`src/rtl/write_to_ddr3.sv`:
```
// write_to_ddr3: drains 128-bit video words from a show-ahead FIFO and
// writes whole frames into one of two DDR3 ping-pong buffers using 4-beat
// Avalon-MM write bursts. Each buffer has a full flag that is set when a
// frame lands in it and cleared by the downstream reader. When both
// buffers are full, the incoming frame is popped from the FIFO and thrown
// away so that the stream stays frame-aligned.
module write_to_ddr3 #(
  parameter int IMAGE_WIDTH  = 1280,
  parameter int IMAGE_HEIGHT = 1024
) (
  input  logic         ddr3_clk,
  input  logic         ddr3_reset_n,
  input  logic         enable,
  input  logic [127:0] src_fifo_data,
  input  logic         src_fifo_empty,
  input  logic [8:0]   src_fifo_usedw,
  output logic         src_fifo_rd,
  input  logic [25:0]  ddr3_buffer0_offset,
  input  logic [25:0]  ddr3_buffer1_offset,
  input  logic         clear_buffer0,
  input  logic         clear_buffer1,
  output logic         ddr3_wr_buffer0_full,
  output logic         ddr3_wr_buffer1_full,
  output logic         frame_dropped,
  input  logic         ddr3_avl_ready,
  output logic         ddr3_avl_burstbegin,
  output logic         ddr3_avl_write_req,
  output logic [2:0]   ddr3_avl_size,
  output logic [25:0]  ddr3_avl_addr,
  output logic [127:0] ddr3_avl_wdata,
  output logic [15:0]  ddr3_avl_be
);

  localparam int FRAME_BURSTS = (IMAGE_WIDTH * IMAGE_HEIGHT) >> 2;
  localparam int FRAME_WORDS  = 4 * FRAME_BURSTS;
  localparam int CNT_W        = (FRAME_WORDS > 1) ? $clog2(FRAME_WORDS) : 1;

  localparam logic [CNT_W-1:0] LAST_BURST = CNT_W'(FRAME_BURSTS - 1);
  localparam logic [CNT_W-1:0] LAST_WORD  = CNT_W'(FRAME_WORDS - 1);

  typedef enum logic [1:0] {
    IDLE,
    WAIT_DATA,
    BURST,
    DROP
  } state_t;

  state_t           state;
  state_t           state_next;
  logic             wr_sel;
  logic [CNT_W-1:0] burst_count;
  logic [CNT_W-1:0] drop_count;
  logic [1:0]       beat;
  logic [1:0]       buf_full;

  // Strobes from the control process to the datapath registers.
  logic             frame_start;
  logic             start_sel;
  logic             beat_accept;
  logic             frame_done;
  logic             drop_pop;
  logic             drop_done;

  // Write data comes straight off the FIFO head; the show-ahead FIFO holds
  // the word until it is popped, so data is stable while ready is low.
  assign ddr3_avl_wdata       = src_fifo_data;
  assign ddr3_avl_be          = '1;
  assign ddr3_wr_buffer0_full = buf_full[0];
  assign ddr3_wr_buffer1_full = buf_full[1];

  // State register.
  always_ff @(posedge ddr3_clk or negedge ddr3_reset_n) begin
    // NOTE: sequential state uses non-blocking assignments so every register
    // samples pre-edge values regardless of process evaluation order.
    if (!ddr3_reset_n) begin
      state <= IDLE;
    end else begin
      state <= state_next;
    end
  end

  // Next-state decode and combinational Avalon/FIFO strobes.
  always_comb begin
    // NOTE: every output of this process gets a default first, so no path
    // through the case statement can leave one unassigned (no latches).
    state_next          = state;
    ddr3_avl_write_req  = 1'b0;
    ddr3_avl_burstbegin = 1'b0;
    src_fifo_rd         = 1'b0;
    frame_start         = 1'b0;
    start_sel           = wr_sel;
    beat_accept         = 1'b0;
    frame_done          = 1'b0;
    drop_pop            = 1'b0;
    drop_done           = 1'b0;

    unique case (state)
      IDLE: begin
        if (enable) begin
          if (!buf_full[wr_sel]) begin
            frame_start = 1'b1;
            start_sel   = wr_sel;
            state_next  = WAIT_DATA;
          end else if (!buf_full[~wr_sel]) begin
            frame_start = 1'b1;
            start_sel   = ~wr_sel;
            state_next  = WAIT_DATA;
          end else begin
            state_next  = DROP;
          end
        end
      end

      // A burst only starts once all four beats are already in the FIFO.
      WAIT_DATA: begin
        if (src_fifo_usedw >= 9'd4) begin
          state_next = BURST;
        end
      end

      BURST: begin
        ddr3_avl_write_req  = 1'b1;
        ddr3_avl_burstbegin = (beat == 2'd0);
        src_fifo_rd         = ddr3_avl_ready;
        beat_accept         = ddr3_avl_ready;
        if (ddr3_avl_ready && (beat == 2'd3)) begin
          if (burst_count == LAST_BURST) begin
            frame_done = 1'b1;
            state_next = IDLE;
          end else begin
            state_next = WAIT_DATA;
          end
        end
      end

      DROP: begin
        src_fifo_rd = ~src_fifo_empty;
        drop_pop    = ~src_fifo_empty;
        if (!src_fifo_empty && (drop_count == LAST_WORD)) begin
          drop_done  = 1'b1;
          state_next = IDLE;
        end
      end

      default: state_next = IDLE;
    endcase
  end

  // Burst address, buffer select and the beat/burst/drop counters.
  always_ff @(posedge ddr3_clk or negedge ddr3_reset_n) begin
    if (!ddr3_reset_n) begin
      wr_sel        <= 1'b0;
      ddr3_avl_addr <= '0;
      ddr3_avl_size <= '0;
      burst_count   <= '0;
      beat          <= '0;
      drop_count    <= '0;
      frame_dropped <= 1'b0;
    end else begin
      frame_dropped <= drop_done;

      // Offsets are sampled only here, so mid-frame changes are ignored.
      if (frame_start) begin
        wr_sel        <= start_sel;
        ddr3_avl_addr <= start_sel ? ddr3_buffer1_offset : ddr3_buffer0_offset;
        ddr3_avl_size <= 3'b100;
        burst_count   <= '0;
      end

      if (state == WAIT_DATA) begin
        beat <= '0;
      end else if (beat_accept) begin
        beat <= beat + 2'd1;
      end

      if (beat_accept && (beat == 2'd3)) begin
        if (frame_done) begin
          wr_sel <= ~wr_sel;
        end else begin
          ddr3_avl_addr <= ddr3_avl_addr + 26'd4;
          burst_count   <= burst_count + CNT_W'(1);
        end
      end

      if (drop_done) begin
        drop_count <= '0;
      end else if (drop_pop) begin
        drop_count <= drop_count + CNT_W'(1);
      end
    end
  end

  // Full flags: set on frame completion, cleared by the reader; set wins.
  always_ff @(posedge ddr3_clk or negedge ddr3_reset_n) begin
    if (!ddr3_reset_n) begin
      buf_full <= '0;
    end else begin
      if (frame_done && !wr_sel) begin
        buf_full[0] <= 1'b1;
      end else if (clear_buffer0) begin
        buf_full[0] <= 1'b0;
      end

      if (frame_done && wr_sel) begin
        buf_full[1] <= 1'b1;
      end else if (clear_buffer1) begin
        buf_full[1] <= 1'b0;
      end
    end
  end

endmodule

```
`config.mk`:
```
export PLATFORM = sky130hd
export DESIGN_NAME = write_to_ddr3
export DESIGN_NICKNAME = d
export VERILOG_FILES = /design/src/rtl/write_to_ddr3.sv
export SDC_FILE = /design/constraint.sdc
export NUM_CORES = 1
export LEC_CHECK = 0
export BUFFER_PORTS_ARGS = -buffer_cell sky130_fd_sc_hd__buf_2
export CAP_MARGIN = 0
export CORE_AREA = 2 2 146 148
export CTS_BUF_LIST = sky130_fd_sc_hd__clkbuf_4
export DETAILED_ROUTE_END_ITERATION = 8
export DIE_AREA = 0 0 148 150
export GPL_ROUTABILITY_DRIVEN = 0
export SLEW_MARGIN = 10
export SYNTH_ARGS = -nofsm -noshare
export SYNTH_HDL_FRONTEND = slang
export SYNTH_SLANG_ARGS = --single-unit
export TNS_END_PERCENT = 10
```
`constraint.sdc`:
```
create_clock -name ddr3_clk -period 3.6 [get_ports ddr3_clk]
set_input_delay 0.18 -clock ddr3_clk [delete_from_list [all_inputs] [get_ports ddr3_clk]]
set_output_delay 0.18 -clock ddr3_clk [all_outputs]
set_load 0.01 [all_outputs]
```
==> results of run 1 <==
## worst min-delay path, stage by stage
cell	delay, ns
sky130_fd_sc_hd__buf_2	0.08
sky130_fd_sc_hd__mux2i_1	0.06
sky130_fd_sc_hd__o21ai_0	0.13
## metal layers
metal	share of wire (%)	vias up	wire, um	global-route usage (%)
li1	-	2158	-	-
met1	46	2145	6650	17.7
met2	43	188	6270	18.6
met3	8.6	36	1240	4.09
met4	2.1	0	302	4.52
met5	0	-	0	0
## stage by stage
step                hold WS, ns  power (mW)
floorplan                -0.116        2.10
global placement          0.360        2.37
detailed placement        0.360        2.38
CTS                     0.00184        3.03
global route            0.00542        3.21
finish                   0.0220        3.00
## final cells by class
| cell class | instances | area share (%) |
|---|---|---|
| clock buffer | 9 | 1.18 |
| tap | 275 | 6.01 |
| clock inverter | 7 | 1.66 |
| timing repair buffer | 115 | 11.1 |
| sequential | 77 | 33.7 |
| multi-input combinational | 413 | 45.6 |
| antenna | 1 | 0.0437 |
| inverter | 12 | 0.787 |
## registers in the layout (all words and copies together) (netlist names)
register	cells
beat	2
state	2
frame_dropped	1
ddr3_avl_size	1
wr_sel	1
ddr3_avl_addr	26
buf_full	2
burst_count	21
drop_count	21
## cell usage in the layout (no fill, tap or decap), types with 9 or more instances in the layout
cell / synthesis / routed
sky130_fd_sc_hd__o21ai_0: 20 / 20
sky130_fd_sc_hd__nand2_1: 62 / 62
sky130_fd_sc_hd__dfrtp_1: 77 / 77
sky130_fd_sc_hd__o31ai_1: 11 / 11
sky130_fd_sc_hd__nand3_1: 35 / 35
sky130_fd_sc_hd__clkbuf_4: 0 / 9
sky130_fd_sc_hd__nor4_1: 11 / 11
sky130_fd_sc_hd__nor2_1: 37 / 37
sky130_fd_sc_hd__a21oi_1: 20 / 19
sky130_fd_sc_hd__mux2i_1: 21 / 21
sky130_fd_sc_hd__xnor2_1: 11 / 11
sky130_fd_sc_hd__inv_1: 12 / 12
sky130_fd_sc_hd__buf_2: 7 / 97
sky130_fd_sc_hd__buf_4: 147 / 12
sky130_fd_sc_hd__xor2_1: 9 / 9
sky130_fd_sc_hd__conb_1: 2 / 18
sky130_fd_sc_hd__nand4_1: 18 / 18
## cells in the mapped netlist (all sizes together), types with 9 or more instances
library cell	count	area share, %
a21oi	20	1.8
buf	155	20
clkbuf	15	0.99
dfrtp	77	34
inv	12	0.79
mux2i	21	3.7
nand2	62	4.1
nand3	35	3.1
nand4	19	2.2
nor2	37	2.4
nor3	9	0.88
nor4	11	1.2
o21ai	24	2.4
o31ai	11	1.4
or4	9	1.2
xnor2	11	1.7
xor2	9	1.4
## where the power goes
group          internal (mW)  switching [mW]  total, mW
sequential              1.05           0.294       1.35
clock                  0.284           0.347      0.631
combinational          0.453           0.571       1.02
total                   1.79            1.21       3.00
## path summary, 6_finish.rpt
check / slack [ns] / to
setup / recovery: 0.95 / ddr3_avl_addr[2]
hold / removal: 0.02 / ddr3_avl_addr[0]
setup reg to reg: 0.95 / ddr3_avl_addr[2]
hold reg to reg: 0.49 / drop_count[17]
max in group asynchronous: 2.49 / burst_count[1]
min in group asynchronous: 0.41 / drop_count[15]
## kinds of logic (layout without fill, tap and decap cells)
kind of cell / count (synthesis) / after routing / synth area share [%]
and+or+nand+nor: 225 / 225 / 20.6
buffers and inverters: 182 / 143 / 21.9
AOI/OAI and AO/OA: 119 / 119 / 14.8
DFF: 77 / 77 / 33.7
muxes: 26 / 26 / 4.66
xor gates and xnor gates: 20 / 20 / 3.07
adders and majority gates: 5 / 5 / 1.09
other: 2 / 19 / 0.131
## repair_timing
item / 4_1_cts / 5_1_grt
hold buffers: 6 / 0
endpoints found under the hold margin: 81 / 0
buffers inserted: 0 / 0
==> Flow_metrics.wiki, run 1 <==
{| class="wikitable"
! Metric !! Value
|-
| Final instance area || 5730 um^2
|-
| Distinct cell type count of the synthesized netlist || 68
|-
| CTS H-tree depth || 3
|-
| Final critical-path setup slack || approximately 0.95 ns
|-
| Area added between synthesis and finish || 0.197%
|-
| Core area || ~21,000 um^2
|-
| Final routed wirelength across all metal layers || 14,500 um
|-
| Critical Setup Path Class || reg -> reg
|-
| Synthesized flop and latch total || between 70 and 80
|-
| Largest voltage drop on the vdd net || between 0.2 and 0.25 mV
|-
| Initial DRC count || 270
|-
| Final core utilization || between 20% and 30%
|-
| Startpoint of the worst register-to-register path || burst_count[0]
|-
| Number of global-route vias before repair || ~4,000
|-
| Final-report max-slew violation count || 0
|-
| Final non-filler cell total || roughly 910
|-
| FMAX || roughly 380 MHz
|-
| Vert. Die Dim || 150 um
|-
| Global-route wire length before repair || around 22,000 um
|-
| Clock tree from TritonCTS || yes
|-
| Post-Synthesis Cells || 656
|-
| Crit path largest cell delay || about 0.8 ns
|-
| Post-synthesis instance area || around 5700 um^2
|-
| Insertion delay to the later sink of the worst-skew pair || around 0.46 ns
|-
| Worst reg2reg path depth || 6
|-
| Routed WL per cell || about 16 um
|-
| FP Rows || 53
|-
| Post-CTS clock slew at the launch and capture registers of the worst setup and hold paths || approximately 0.15 ns
|-
| Hold Path Depth || 3
|-
| Worst setup path startpoint || burst_count[0]
|-
| Multi-input gate area in the final layout || between 2000 and 3000 um^2
|-
| RSZ-0062 raised after global routing || no
|-
| Hold Violations, Final || 0
|-
| Post-CTS sizing || 0
|-
| Die ar. || approximately 22,000 um^2
|-
| CP Data Required Time || a little under 4 ns
|-
| Number of flops mapped to enable cells by yosys || 0
|-
| Buffer and inverter count on the worst path || 0
|-
| Clock Sink Count || just under 80
|-
| I/O Buffers || 98
|-
| Die width || around 150 um
|-
| Filler cells || around 2,300
|-
| Largest net degree at the start of global routing || 78
|-
| Tot GR Track Use || between 10 and 15%
|-
| Flip-flop cell with the highest count after synthesis || sky130_fd_sc_hd__dfrtp_1
|-
| Ratio of cells with drive above 1 in the final layout || between 20% and 30%
|-
| Number of nets in the layout || between 800 and 900
|-
| Instance area at placement || around 5500 um^2
|-
| Final worst path period share || between 70% and 80%
|-
| Sum Neg Setup Slack || 0 ns
|-
| Initial core utilization || between 20% and 30%
|-
| Post-detail-place hpwl || 10,600 um
|-
| Max capacitance violation total || 0
|-
| Vias per Instance || about 5
|-
| Pwr Density || around 520 nW/um^2
|-
| Number of cells on the critical path || 6
|-
| Total gr overflow || 0
|-
| Critical Path End Type || register
|-
| Count of warnings emitted by yosys || 0
|-
| DR vias || between 4,000 and 5,000
|-
| Number of instances in the placed design || approximately 900
|-
| Highest-delay cell along the critical path || sky130_fd_sc_hd__a21oi_1
|-
| Fin Clk Skew || about 0.04 ns
|-
| Total area of sequential cells || between 1500 and 2000 um^2
|-
| Count of TritonRoute iterations in the first routing pass || 5
|-
| Family with the most delay on the worst path || compound AO/OA/AOI/OAI gates
|-
| Root buf cell || sky130_fd_sc_hd__clkbuf_4
|-
| Hold/Removal Path Class || in -> reg
|-
| Category of the worst setup path launch point || register
|-
| Measured slew at the worst slew-check pin || between 1 and 1.5 ns
|-
| Time the worst path needs with I/O delays and setup || ~2.7 ns
|-
| Run status || finished clean
|-
| Worst relative slew slack || approximately 31%
|-
| Number of remaining DRC errors || 0
|-
| Boundary pin count || 375
|-
| Number of antenna-violating nets in the routed design || 0
|-
| Critical hold path startpoint || ddr3_buffer1_offset[0]
|-
| Worst setup slack after placement || slightly below 1 ns
|-
| Standby leakage power || 2.39 nW
|-
| Crit path DAT || 3.01 ns
|-
| Initial antenna violation count || 1
|-
| Maximum buffer depth of the clock tree || 2
|-
| Sequential area share after synthesis || roughly a third
|-
| TritonCTS Buffers || 9
|-
| Final Setup Violations || 0
|-
| Mean Syn Cell Area || between 8 and 9 um^2
|-
| Worst-path maximum fanout || 11
|-
| List of cells traversed by the critical path || ha_1, nand4_1, nor3_2, a21oi_1, nor2_1, a221o_1
|-
| Synth async-reset ratio || 100%
|}
(Power assumes the default switching activity.)
==> run 2, diff against run 1 <==
==> constraint.sdc (replaced) <==
create_clock -name ddr3_clk -period 2.2 [get_ports ddr3_clk]
set_input_delay 0.11 -clock ddr3_clk [delete_from_list [all_inputs] [get_ports ddr3_clk]]
set_output_delay 0.11 -clock ddr3_clk [all_outputs]
set_load 0.01 [all_outputs]
==> Flow_metrics.wiki, run 2 (synthesis results as in run 1) <==
{| class="wikitable"
! Metric !! Value
|-
| FP Rows || 53
|-
| Sum Neg Setup Slack || 0 ns
|-
| Critical Setup Path Class || reg -> reg
|-
| Instance area at placement || roughly 5800 um^2
|-
| Number of remaining DRC errors || 0
|-
| Area added between synthesis and finish || 13.4%
|-
| Sequential share of power || between 30% and 40%
|-
| Worst reg2reg endpoint || ddr3_avl_addr[4]
|-
| Initial core utilization || between 20 and 30%
|-
| Hold endpoint || ddr3_avl_addr[18]
|-
| Switching power as a share of total power || about two fifths
|-
| FMAX || 474 MHz
|-
| Final worst path period share || 95.8%
|-
| Hold Violations, Final || 0
|-
| Final instance area || about 6500 um^2
|-
| Number of global-route vias before repair || 4,566
|-
| Run status || finished clean
|-
| I/O Buffers || just under 100
|-
| CP Data Required Time || between 2 and 3 ns
|-
| Routed WL per cell || 15.9 um
|-
| Final Setup Violations || 0
|-
| Minimum setup slack among reg-to-reg paths || between 0.09 and 0.1 ns
|-
| Global-route wire length before repair || between 20,000 and 25,000 um
|-
| Largest registers || ddr3_avl_addr x26, burst_count x21, drop_count x21
|-
| Boundary pin count || around 380
|-
| Post-detail-place hpwl || between 10,000 and 15,000 um
|-
| Measured slew at the worst slew-check pin || ~0.84 ns
|-
| Core area || 20,700 um^2
|-
| Vias per Instance || 4.97
|-
| Category of the worst setup path launch point || register
|-
| Root buf cell || sky130_fd_sc_hd__clkbuf_4
|-
| Initial antenna violation count || 1
|-
| Psw || just over 2 mW
|-
| Maximum buffer depth of the clock tree || 2
|-
| Final core utilization || a little under a third
|-
| Worst-path maximum fanout || 8
|-
| Count of TritonRoute iterations in the first routing pass || 5
|-
| Hold Path Depth || 3
|-
| Total gr overflow || 0
|-
| Max capacitance violation total || 0
|-
| Post-CTS clock slew at the launch and capture registers of the worst setup and hold paths || around 0.13 ns
|-
| Commonest cells after routing, fill and taps aside || sky130_fd_sc_hd__buf_2 (97), sky130_fd_sc_hd__dfrtp_1 (77), sky130_fd_sc_hd__nand2_1 (62)
|-
| Final non-filler cell total || about 990
|-
| Critical Path End Type || register
|-
| Final-report max-slew violation count || 0
|-
| Ratio of cells with drive above 1 in the final layout || a little over a quarter
|-
| Die ar. || between 20,000 and 25,000 um^2
|-
| Filler cells || around 2,200
|-
| Number of instances in the placed design || 924
|-
| Fraction of power consumed by the clock network || 21.5%
|-
| Pint || ~3.2 mW
|-
| Most common library cell in the layout ignoring fill and taps || sky130_fd_sc_hd__buf_2
|-
| Final routed wirelength across all metal layers || 15,700 um
|-
| Pwr Density || approximately 820 nW/um^2
|-
| TritonCTS Buffers || 9
|-
| Worst setup path startpoint || burst_count[1]
|-
| Tot GR Track Use || roughly 14%
|-
| Die width || ~150 um
|-
| Initial DRC count || 321
|-
| Worst reg2reg path depth || 7
|-
| Clock Sink Count || between 70 and 80
|-
| Crit path DAT || between 2 and 2.5 ns
|-
| Fin Clk Skew || about 0.018 ns
|-
| Register containing the most flip-flops in the final layout || ddr3_avl_addr
|-
| Critical hold path startpoint || ddr3_buffer1_offset[18]
|-
| Time the worst path needs with I/O delays and setup || between 2 and 2.5 ns
|-
| RSZ-0062 raised after global routing || no
|-
| Hold/Removal Path Class || in -> reg
|-
| Fraction of power consumed by combinational cells || 38.8%
|-
| Vert. Die Dim || roughly 150 um
|-
| DR vias || just under 5,000
|-
| Startpoint of the worst register-to-register path || burst_count[1]
|-
| Number of nets in the layout || around 910
|-
| Flip-flop count of the largest register, all copies and words added || 26
|-
| Number of antenna-violating nets in the routed design || 0
|-
| Worst relative slew slack || between 40 and 50%
|-
| Largest net degree at the start of global routing || 42
|-
| CTS H-tree depth || 3
|-
| Largest voltage drop on the vdd net || 0.468 mV
|-
| Standby leakage power || around 2.8 nW
|-
| Insertion delay to the later sink of the worst-skew pair || 0.47 ns
|-
| Clock tree from TritonCTS || yes
|}
run 2: cell types whose count changed in the layout (fill, tap and decap cells not counted), moves of 2 or more:
cell | before | now
sky130_fd_sc_hd__dlygate4sd3_1 | 6 | 42
sky130_fd_sc_hd__buf_6 | 0 | 2
sky130_fd_sc_hd__buf_12 | 0 | 4
sky130_fd_sc_hd__clkinv_2 | 2 | 0
sky130_fd_sc_hd__buf_4 | 12 | 46
run 2: worst max-delay path, stage by stage, from the launching register on:
cell and delay (ns):
sky130_fd_sc_hd__dfrtp_1 0.40, sky130_fd_sc_hd__ha_1 0.19, sky130_fd_sc_hd__nand4_1 0.16, sky130_fd_sc_hd__or3_4 0.46
sky130_fd_sc_hd__o21ai_4 0.18, sky130_fd_sc_hd__buf_12 0.15, sky130_fd_sc_hd__mux2_2 0.33, sky130_fd_sc_hd__o21a_1 0.16
run 2: layout make-up:
| cell class | instances | area (um^2) | share of cell area [%] |
|---|---|---|---|
| multi-input cells | 413 | 2620 | 40.5 |
| flip-flops and latches | 77 | 1930 | 29.7 |
| repair buffers | 191 | 1350 | 20.9 |
| well taps | 275 | 344 | 5.31 |
| clock inverters | 6 | 110 | 1.70 |
| clock buffers | 10 | 75.1 | 1.16 |
| inverters | 12 | 45.0 | 0.695 |
| diodes | 1 | 2.50 | 0.0386 |
run 2: per-layer routing:
| layer | wire (um) | global-route usage [%] | part of all wire, % |
|---|---|---|---|
| met2 | 6950 | 20.7 | 44 |
| met4 | 368 | 5.57 | 2.3 |
| met1 | 6920 | 19.1 | 44 |
| met5 | 0 | 0 | 0 |
| met3 | 1430 | 4.51 | 9.1 |
run 2: timing repair:
| item | 4_1_cts | 5_1_grt |
|---|---|---|
| endpoints found under the hold margin | 62 | 0 |
| resized for setup | 0 | 5 |
| endpoints found under the setup margin | 0 | 15 |
| setup buffers | 0 | 2 |
| hold buffers | 42 | 0 |
run 2: how the worst max path moves through the flow:
stage / endpoint / slack (ns) / cells after the start
floorplan: burst_count[18] / 0.14 / 6
finish: ddr3_avl_addr[4] / 0.09 / 7
detailed placement: ddr3_avl_addr[8] / 0.04 / 7
global route: ddr3_avl_addr[22] / 0.002 / 7
CTS: ddr3_avl_addr[24] / 0.03 / 7
global placement: burst_count[18] / 0.09 / 6
run 2: metrics by stage:
step | hold slack [ns] | power, mW | setup WS [ns]
2_1_floorplan | -0.186 | 3.43 | 0.144
3_3_place_gp | 0.115 | 4.07 | 0.0948
3_5_place_dp | 0.120 | 4.10 | 0.0384
4_1_cts | 0.00700 | 5.33 | 0.0317
5_1_grt | 0.0290 | 5.65 | 0.00248
6_report | 0.0384 | 5.30 | 0.0915
run 2: power groups by stage:
stage / clock network, mW / registers, mW / logic (mW)
3_5_place_dp: 0 / 2.13 / 1.97
6_report: 1.14 / 2.10 / 2.06
3_3_place_gp: 0 / 2.12 / 1.95
2_1_floorplan: 0 / 2.17 / 1.26
5_1_grt: 1.23 / 2.16 / 2.26
4_1_cts: 1.18 / 2.11 / 2.04
==> run 3, diff against run 2 <==
--- a/config.mk
+++ b/config.mk
@@ -12,6 +12,7 @@
 export DETAILED_ROUTE_END_ITERATION = 8
 export DIE_AREA = 0 0 148 150
 export GPL_ROUTABILITY_DRIVEN = 0
+export MAX_ROUTING_LAYER = met4
 export SLEW_MARGIN = 10
 export SYNTH_ARGS = -nofsm -noshare
 export SYNTH_HDL_FRONTEND = slang
==> Flow_metrics.wiki, run 3 (synthesis results as in run 1) <==
{| class="wikitable"
! Metric !! Value
|-
| Run status || finished clean
|-
| Initial antenna violation count || 1
|-
| FP Rows || between 50 and 60
|-
| Initial core utilization || between 20 and 30%
|-
| CP Data Required Time || 2.58 ns
|-
| Number of global-route vias before repair || between 4,000 and 5,000
|-
| Post-CTS clock slew at the launch and capture registers of the worst setup and hold paths || 0.14 ns
|-
| Clock Sink Count || 77
|-
| Routed WL per cell || 16.0 um
|-
| Vias per Instance || 4.98
|-
| Largest net degree at the start of global routing || 42
|-
| Minimum setup slack among reg-to-reg paths || 0.07 ns
|-
| Number of remaining DRC errors || 0
|-
| Worst reg2reg endpoint || ddr3_avl_addr[4]
|-
| Measured slew at the worst slew-check pin || between 0.8 and 0.9 ns
|-
| Pwr Density || 817 nW/um^2
|-
| Global routing usage on met3 || 4.42%
|-
| I/O Buffers || 98
|-
| Final routed wirelength across all metal layers || 15,700 um
|-
| Root buf cell || sky130_fd_sc_hd__clkbuf_4
|-
| CTS H-tree depth || 3
|-
| Filler cells || 2,232
|-
| Post-detail-place hpwl || about 12,000 um
|-
| Time the worst path needs with I/O delays and setup || ~2.1 ns
|-
| Final Setup Violations || 0
|-
| Die ar. || 22,200 um^2
|-
| Worst reg2reg path depth || 7
|-
| Count of TritonRoute iterations in the first routing pass || 7
|-
| Hold Violations, Final || 0
|-
| Hold/Removal Path Class || in -> reg
|-
| TritonCTS Buffers || 9
|-
| Final-report max-slew violation count || 0
|-
| Maximum buffer depth of the clock tree || 2
|-
| Largest voltage drop on the vdd net || approximately 0.47 mV
|-
| Core area || roughly 21,000 um^2
|-
| Fin Clk Skew || around 0.019 ns
|-
| Initial DRC count || between 300 and 400
|-
| Boundary pin count || 375
|-
| Most common library cell in the layout ignoring fill and taps || sky130_fd_sc_hd__buf_2
|-
| Category of the worst setup path launch point || register
|-
| Flip-flop count of the largest register, all copies and words added || 26
|-
| Hold_ws || just under 0.04 ns
|-
| Standby leakage power || about 2.8 nW
|-
| Global-route wire length before repair || 24,700 um
|-
| Insertion delay to the later sink of the worst-skew pair || around 0.47 ns
|-
| Startpoint of the worst register-to-register path || burst_count[0]
|-
| Worst setup path startpoint || burst_count[0]
|-
| Crit path DAT || about 2.5 ns
|-
| Worst relative slew slack || 41.9%
|-
| Critical Setup Path Class || reg -> reg
|-
| Ratio of cells with drive above 1 in the final layout || between 20% and 30%
|-
| Largest registers || ddr3_avl_addr x26, burst_count x21, drop_count x21
|-
| Number of antenna-violating nets in the routed design || 0
|-
| Area added between synthesis and finish || 13.3%
|-
| Worst-path maximum fanout || 7
|-
| Post-layout power || 5.29 mW
|-
| Vert. Die Dim || around 150 um
|-
| Max capacitance violation total || 0
|-
| Met1 demand-to-capacity share in global routing || between 10% and 20%
|-
| Die width || between 100 and 150 um
|-
| Number of nets in the layout || roughly 900
|-
| Endpoint of the most critical setup path || ddr3_avl_addr[4]
|-
| Clock tree from TritonCTS || yes
|-
| Busiest layer in global routing || met2
|-
| Critical Path End Type || register
|-
| DR vias || just under 5,000
|-
| Final worst path period share || between 90 and 100%
|-
| Commonest cells after routing, fill and taps aside || sky130_fd_sc_hd__buf_2 (97), sky130_fd_sc_hd__dfrtp_1 (77), sky130_fd_sc_hd__nand2_1 (62)
|-
| FMAX || 469 MHz
|-
| Total gr overflow || 0
|-
| Tot GR Track Use || between 10% and 20%
|-
| Register containing the most flip-flops in the final layout || ddr3_avl_addr
|-
| Grt met2 use || between 20% and 30%
|}
-- run 3: cell types whose count changed in the layout (fill, tap and decap cells not counted) --
cell / change
sky130_fd_sc_hd__buf_6: -2
sky130_fd_sc_hd__buf_8: +1
sky130_fd_sc_hd__ha_1: -1
sky130_fd_sc_hd__ha_2: +1
-- run 3: worst min-delay path by stage --
stage                       startpoint                 to  depth (start not counted)
2_1_floorplan             ddr3_reset_n            beat[0]                          0
3_3_place_gp              ddr3_reset_n     drop_count[15]                          1
3_5_place_dp              ddr3_reset_n     drop_count[15]                          1
4_1_cts        ddr3_buffer0_offset[21]  ddr3_avl_addr[21]                          4
5_1_grt         ddr3_buffer1_offset[8]   ddr3_avl_addr[8]                          4
6_report       ddr3_buffer1_offset[18]  ddr3_avl_addr[18]                          3
-- run 3: power breakdown --
| group | switching, mW | total [mW] | internal [mW] |
|---|---|---|---|
| registers | 0.384 | 2.11 | 1.72 |
| clock network | 0.548 | 1.14 | 0.588 |
| logic | 1.12 | 2.04 | 0.925 |
-- run 3: per-layer routing --
metal / share of wire, % / vias up / wire (um)
met4: 2.4 / 0 / 380
li1: - / 2304 / -
met2: 44 / 228 / 6950
met3: 8.5 / 48 / 1330
met5: 0 / - / 0
met1: 45 / 2320 / 7070
-- run 3: through the flow --
step / util, % / worst slack [ns] / cells / area (um^2) / setup TNS [ns]
2_1_floorplan: - / 0.144 / 672 / 5770 / 0
3_3_place_gp: 28.1 / 0.0948 / 924 / 5820 / 0
3_5_place_dp: 28.1 / 0.0384 / 924 / 5820 / 0
4_1_cts: 31.1 / 0.0317 / 982 / 6430 / 0
5_1_grt: 31.3 / -0.00965 / 984 / 6480 / -0.0210
6_report: 31.3 / 0.0694 / 984 / 6480 / 0
-- run 3: area by class of cell --
| cell class | instances | area, um^2 | area share [%] |
|---|---|---|---|
| clock buffer | 10 | 75.1 | 1.16 |
| multi-input combinational | 413 | 2630 | 40.6 |
| sequential | 77 | 1930 | 29.8 |
| tap | 275 | 344 | 5.31 |
| inverter | 12 | 45.0 | 0.696 |
| antenna | 1 | 2.50 | 0.0386 |
| timing repair buffer | 190 | 1350 | 20.8 |
| clock inverter | 6 | 110 | 1.70 |
-- run 3: timing repair --
item | 4_1_cts | 5_1_grt
hold buffers | 42 | 0
setup endpoints to repair | 0 | 16
hold endpoints to repair | 62 | 0
setup buffers | 0 | 1
gates resized for setup | 0 | 6
-- run 3: critical path, cell delays in order (launching register included) --
cell                      delay, ns
sky130_fd_sc_hd__dfrtp_1       0.41
sky130_fd_sc_hd__ha_2          0.20
sky130_fd_sc_hd__nand4_1       0.14
sky130_fd_sc_hd__or3_4         0.44
sky130_fd_sc_hd__o21ai_4       0.21
sky130_fd_sc_hd__buf_12        0.15
sky130_fd_sc_hd__mux2_2        0.33
sky130_fd_sc_hd__o21a_1        0.16
